<file path="config.mk">
export PLATFORM = sky130hd
export DESIGN_NAME = bus_mux_reg
export DESIGN_NICKNAME = d
export VERILOG_FILES = /design/src/rtl/bus_mux_reg.sv
export SDC_FILE = /design/constraint.sdc
export NUM_CORES = 1
export LEC_CHECK = 0
export ABC_AREA = 1
export CORE_AREA = 2 2 331 333
export DETAILED_ROUTE_END_ITERATION = 12
export DIE_AREA = 0 0 333 335
export PLACE_DENSITY = 0.46
export SKIP_CTS_REPAIR_TIMING = 1
export SLEW_MARGIN = 15
export SYNTH_ARGS = -nofsm -noshare
export SYNTH_HDL_FRONTEND = slang
export SYNTH_SLANG_ARGS = --single-unit
</file>
<file path="constraint.sdc">
create_clock -name clock -period 2.2 [get_ports clock]
set_clock_uncertainty 0.15 [all_clocks]
set_input_delay 0.44 -clock clock [delete_from_list [all_inputs] [get_ports clock]]
set_output_delay 0.44 -clock clock [all_outputs]
set_load 0.05 [all_outputs]
</file>
<file path="src/rtl/bus_mux_reg.sv">
// bus_mux_reg: registered datapath bus multiplexer.
// Selects one of NSRC WIDTH-bit sources onto the shared bus using the
// per-source out-enable strobes, registers the result with a valid flag and
// the granted source index, and counts multi-driver conflicts for debug.
//
// Inputs are purely sampled every rising edge; there is no valid/ready
// handshake and no back-pressure. A strobe on src_out at edge k is reflected
// on bus_out/bus_valid/src_idx right after edge k.
//
// Optional build macro BUS_MUX_ROUND_ROBIN_EN: when defined, the grant scans
// cyclically from a rotating pointer that advances past the winner after each
// conflict cycle. When undefined, the lowest-indexed requester always wins and
// no pointer register exists.
module bus_mux_reg #(
    parameter int WIDTH     = 32,
    parameter int NSRC      = 24,
    parameter int HOLD_LAST = 0,
    parameter int CNT_W     = 8,
    localparam int SEL_W    = $clog2(NSRC)
) (
    input  logic                  clock,
    input  logic                  clear,
    input  logic [NSRC*WIDTH-1:0] bus_in,
    input  logic [NSRC-1:0]       src_out,
    input  logic                  err_clr,
    output logic [WIDTH-1:0]      bus_out,
    output logic                  bus_valid,
    output logic [SEL_W-1:0]      src_idx,
    output logic                  conflict,
    output logic                  conflict_sticky,
    output logic [CNT_W-1:0]      conflict_cnt
);

    localparam logic [CNT_W-1:0] CNT_MAX = {CNT_W{1'b1}};

    logic             grant_found;
    logic [SEL_W-1:0] grant_idx;
    logic [WIDTH-1:0] grant_data;
    logic             multi;

`ifdef BUS_MUX_ROUND_ROBIN_EN
    logic [SEL_W-1:0] ptr;

    // Cyclic scan starting at ptr: the first requester found wins.
    always_comb begin
        grant_found = 1'b0;
        grant_idx   = '0;
        for (int k = 0; k < NSRC; k++) begin
            if (!grant_found && src_out[(int'(ptr) + k) % NSRC]) begin
                grant_found = 1'b1;
                grant_idx   = SEL_W'((int'(ptr) + k) % NSRC);
            end
        end
    end

    // Pointer moves just past the winner only when several sources competed.
    always_ff @(posedge clock) begin
        if (clear) begin
            ptr <= '0;
        end else if (multi) begin
            ptr <= (int'(grant_idx) == NSRC - 1) ? '0 : grant_idx + SEL_W'(1);
        end
    end
`else
    // Fixed priority: the lowest-indexed requester wins (legacy R0-first).
    always_comb begin
        grant_found = 1'b0;
        grant_idx   = '0;
        for (int i = 0; i < NSRC; i++) begin
            if (!grant_found && src_out[i]) begin
                grant_found = 1'b1;
                grant_idx   = SEL_W'(i);
            end
        end
    end
`endif

    // Slice of the winning source and two-or-more-drivers detection.
    always_comb begin
        grant_data = bus_in[int'(grant_idx)*WIDTH +: WIDTH];
        multi      = |(src_out & (src_out - NSRC'(1)));
    end

    // Registered bus stage: winner's data, or idle value when nobody drives.
    always_ff @(posedge clock) begin
        if (clear) begin
            bus_out   <= '0;
            bus_valid <= 1'b0;
            src_idx   <= '0;
        end else if (grant_found) begin
            bus_out   <= grant_data;
            bus_valid <= 1'b1;
            src_idx   <= grant_idx;
        end else begin
            bus_valid <= 1'b0;
            if (HOLD_LAST == 0) begin
                bus_out <= '0;
            end
        end
    end

    // Conflict pulse, sticky flag and saturating counter; a conflict beats err_clr.
    always_ff @(posedge clock) begin
        if (clear) begin
            conflict        <= 1'b0;
            conflict_sticky <= 1'b0;
            conflict_cnt    <= '0;
        end else begin
            conflict <= multi;
            if (multi) begin
                conflict_sticky <= 1'b1;
                if (err_clr) begin
                    conflict_cnt <= CNT_W'(1);
                end else if (conflict_cnt != CNT_MAX) begin
                    conflict_cnt <= conflict_cnt + CNT_W'(1);
                end
            end else if (err_clr) begin
                conflict_sticky <= 1'b0;
                conflict_cnt    <= '0;
            end
        end
    end

endmodule

</file>
### Yosys cells after proc, flatten, opt, wreduce, memory -nomap -nowiden

Index checks and enable logic that the tools add are counted.
W data, S select, Z words.

* add/subtract/negate cells: 2
* multiply operators: 0
* muxes and demuxes: 54
* equality and inequality tests: 1
* bitwise logic cells: 2
* reductions and logical operators: 51
* div/mod/pow operators: 0
* $lt $le $gt $ge: 0
* shift operators: 1

Operators by type and width (number)
* $shiftx A768 B11 Y32: 1
* $mux W5: 22
* $mux W8: 4
* $mux W1: 28
* $and A24 B24 Y24: 1
* $reduce_or A24 Y1: 1
* $sub A24 B1 Y24 const B: 1
* $logic_and A1 B1 Y1: 23
* $logic_not A1 Y1: 23
* $add A8 B1 Y8 const B: 1
* $ne A8 B8 Y1 const B: 1
* $reduce_bool A2 Y1: 2
* $reduce_and A2 Y1: 1
* $reduce_or A2 Y1: 1
* $not A1 Y1: 1

* input bits: 795
* latch bits: 0
* logic and storage cells: 117
* bits in registers: 48
* memories: 0
* RAM bits: 0
* output and inout bits: 48
* memory bits (read-only): 0

### Depth between registers and ports, before layout

* depth after elaboration: 72
* depth in mapped cells: 19
* mapped depth without buffers: 17

### Worst setup path before layout

No wires, ideal clock.

* kind: input to register
* start: input port src_out[7]
* end: register bus_out[11]
* stages on the path: 16
* arrival time: 2073 ps
* path slack: -136 ps
* data required time: 1937 ps
* cell sequence: nor2_1 -> nand2_1 -> nor2_4 -> nand3_2 -> nor2_4 -> o21ai_1 -> o21ai_2 -> inv_1 -> nand2_1 -> buf_2 -> buf_2 -> nand3_1 -> nand2_1 -> nand2_1 -> nand2_1 -> nor2_1

* longest elaborated chain between the ends: 52
* elaborated cells between the ends (all ways): 70
* classes of those cells: shift (1); mux (34); bitwise (1); reduce/logical (34)

Ends and longest elaborated chain
* start, declared: RTL line 24 `input logic [NSRC-1:0] src_out,`
* $logic_and A1 B1 Y1 (*): RTL line 70 `if (!grant_found && src_out[i]) begin`
* branches (longest 51 deep; another with $mux W1)
* end signal, assigned: RTL line 91 `bus_out <= grant_data;`
* end, declared: RTL line 26 `output logic [WIDTH-1:0] bus_out,`

Mark *: on every way between the ends.
A chain may end at the register's enable or synchronous reset.

### Final worst setup path

* start: input port src_out[0]
* end: register bus_out[19]

* longest elaborated chain between the ends: 72
* elaborated cells between the ends (all ways): 96
* classes of those cells: shift (1); mux (47); bitwise (1); reduce/logical (47)

Ends and longest elaborated chain (RTL line)
* $mux W1 (*): 70
* branches (longest 71 deep; another with $logic_not A1 Y1)

Marks and branches as above.

==> results.json <==
{
  "dr_total_vias": 21600,
  "crit_path_end_kind": "register",
  "irDropWorstVdd_mv": 0.404,
  "wirelength_mm": 116,
  "holdCritPathClass": "reg -> reg",
  "wl_per_cell_um": 22.6,
  "cts_buffers": 5,
  "die_h_um": 335,
  "hpwl_mm": 93.4,
  "ys_seq_area_share_pct": 7.65,
  "rsz0062_at_grt": "true",
  "worstSetupPathType": "in -> reg",
  "antenna_found_initial": 13,
  "fmax_mhz": 367,
  "die_area_sq_mm": 0.112,
  "synthCells": 2650,
  "ios": 843,
  "drive_above_1_share_pct": 23.4,
  "fin_hold_ws_ns": 0.336,
  "fin_ws_ns": -0.527,
  "yosysUniqueCellTypes": 34,
  "fin_crit_ns": 2.73,
  "finalHoldViolations": 0,
  "die_w_um": 333,
  "cp.arrival_ns": 2.85,
  "fin_cells": 5119,
  "slew_headroom_pct": 64.6,
  "ff2ff_setup_slack_ns": 0.09,
  "via_per_inst": 4.22,
  "grt_pass1_vias": 20800,
  "cp.required_ns": 2.32,
  "finalMaxSlewViolations": 0,
  "path_clk_slew_ns": 0.10,
  "area_growth_pct": 126,
  "gr-usage-all-layers_pct": 18.3,
  "clock_path_buffers": 2,
  "num-fill-cells": 12300,
  "ys_ff_latch": 48,
  "timing.rr.start": "conflict_cnt[0]",
  "core_sq_mm": 0.108,
  "placed_cell_area_sq_mm": 0.0249,
  "final_area_sq_mm": 0.0284,
  "dp_cells": 5018,
  "grt_max_degree": 43,
  "place_ws_ns": -1.79,
  "drc": 0,
  "power.density_mw_per_mm2": 276,
  "port_buffers": 842,
  "dr.first_iter.drc_count": 1483,
  "multi_input_area_sq_mm": 0.0103,
  "status": "finished, violations left",
  "ant_nets": 0,
  "start_kind": "primary input",
  "p_leak_nw": 13.6,
  "synth_nets": 3446,
  "r2r-end": "conflict_cnt[4]",
  "seqCellArea_sq_um": 963,
  "worstSkewPairLatency_ns": 0.34,
  "grt_pass1_wl_mm": 148,
  "routabilityCongestion": 0.909,
  "critPathLaunch": "src_out[0]",
  "finalPower_w": 0.00783,
  "cts_tree": "done",
  "cts_sinks": 48,
  "min_period_over_period_pct": 124,
  "rows": 121,
  "grt-ovfl-total": 0,
  "syn_area_sq_mm": 0.0126,
  "start_util_pct": 11.6,
  "yosysWarnings": 0,
  "violations": "negative setup slack",
  "avgSynthCellArea_sq_um": 4.74,
  "drv_cap": 0,
  "nets": 4494,
  "tightest_slew_ns": 0.529,
  "cp_max_fo": 8,
  "drtPass1Iterations": 5,
  "cts_root_buf": "clkbuf_16",
  "crit_end": "bus_out[19]",
  "rr_worst_depth": 13,
  "finalSetupViolCount": 41,
  "h-tree-depth": 2
}
## cells in the final DEF, fill, tap and decap left out, types with 68 or more instances in the layout
master and instances:
buf_12 68, buf_4 303, clkdlybuf4s50_1 777, inv_1 486
nand2_1 634, nand2_2 131, nand3_1 320, nand3_2 72
nand4_1 323, nor2_1 140
## worst max-delay path, cell delays in order
cell	delay (ns)
buf_8	0.10
nor2_4	0.20
nand2_4	0.10
inv_4	0.09
nand2_4	0.06
nor2_4	0.13
nand2_4	0.08
nand2_8	0.12
nand3_4	0.12
buf_12	0.18
buf_16	0.17
buf_12	0.15
buf_4	0.13
nand2_1	0.05
nand2_1	0.04
o21ai_1	0.15
nand2_1	0.11
nand2_2	0.10
nor2_1	0.04
buf_4	0.12
nor2_2	0.12
## worst min path at each step
stage,from,to,depth (start not counted)
after floorplan,conflict_cnt[1],conflict_cnt[1],2
after CTS,src_idx[1],src_idx[1],2
after global placement,src_idx[1],src_idx[1],2
final,src_idx[1],src_idx[1],2
after global routing,src_idx[1],src_idx[1],2
after detailed placement,src_idx[1],src_idx[1],2
## synthesized netlist by cell type
cell / instances / share of area (%)
dfxtp_1: 48 / 7.7
buf_6: 1 / 0.090
and3_1: 1 / 0.050
and2_1: 1 / 0.050
buf_1: 15 / 0.45
nand2_1: 797 / 24
a21boi_0: 3 / 0.18
o2111ai_1: 1 / 0.070
o21ai_2: 2 / 0.14
nor2_1: 212 / 6.3
nand3_2: 3 / 0.24
nand3_1: 394 / 16
nor2_2: 4 / 0.20
buf_2: 112 / 4.5
o21ai_0: 13 / 0.52
nand2_2: 3 / 0.15
a21oi_1: 41 / 1.6
xor2_1: 1 / 0.070
inv_2: 5 / 0.15
inv_1: 488 / 15
o211ai_1: 4 / 0.24
a32o_1: 1 / 0.080
o41ai_4: 1 / 0.22
nor3_2: 1 / 0.080
nor2_4: 4 / 0.36
xnor2_1: 1 / 0.070
buf_4: 10 / 0.60
clkbuf_1: 86 / 2.6
nand3_4: 1 / 0.14
ha_1: 1 / 0.10
nand4_1: 323 / 16
nor3_1: 6 / 0.24
o21ai_1: 65 / 2.6
or2_2: 1 / 0.050
## layer usage
layer	global-route usage (%)	vias to the layer above	share of wire (%)
li1	-	10600	-
met1	22.5	10000	42
met2	33.4	905	50
met3	3.26	97	6.2
met4	2.80	6	1.8
met5	0	-	0.035
## logic make-up (layout without fill, tap and decap cells)
family	count (synthesis)	in the layout	share of synthesized area (%)
other cells	0	6	0
xor+xnor	2	2	0.140
flops	48	48	7.65
simple gates	1751	1752	63.5
fa+ha+maj	1	1	0.0996
compound gates	131	131	5.67
buf+inv	717	1765	22.9
## through the flow
stage          setup TNS [ns]  utilization, %
2_1_floorplan         -0.0165               -
6_report               -14.22            26.2
4_1_cts                -42.77            23.2
3_3_place_gp           -62.02            23.1
5_1_grt                -20.06            26.2
3_5_place_dp           -60.26            23.1
## cell type report
class                      count  share of cell area, %
timing repair buffer        1263                   46.7
multi-input combinational   1886                   36.4
inverter                     493                   6.59
tap                         1414                   6.24
sequential                    48                   3.40
clock buffer                   5                  0.441
clock inverter                 3                  0.243
antenna                        6                 0.0529
timing repair inverter         1                 0.0309
## state kept, by name (all words and copies together) (netlist names)
| signal | flops |
|---|---|
| conflict | 1 |
| src_idx | 5 |
| bus_out | 32 |
| bus_valid | 1 |
| conflict_sticky | 1 |
| conflict_cnt | 8 |
## power breakdown
| part | total (W) | internal [W] | switching [W] |
|---|---|---|---|
| Clock | 0.00115 | 0.000660 | 0.000494 |
| Combinational | 0.00570 | 0.00292 | 0.00279 |
| Sequential | 0.000970 | 0.000935 | 0.0000348 |
(Power assumes the default switching activity.)
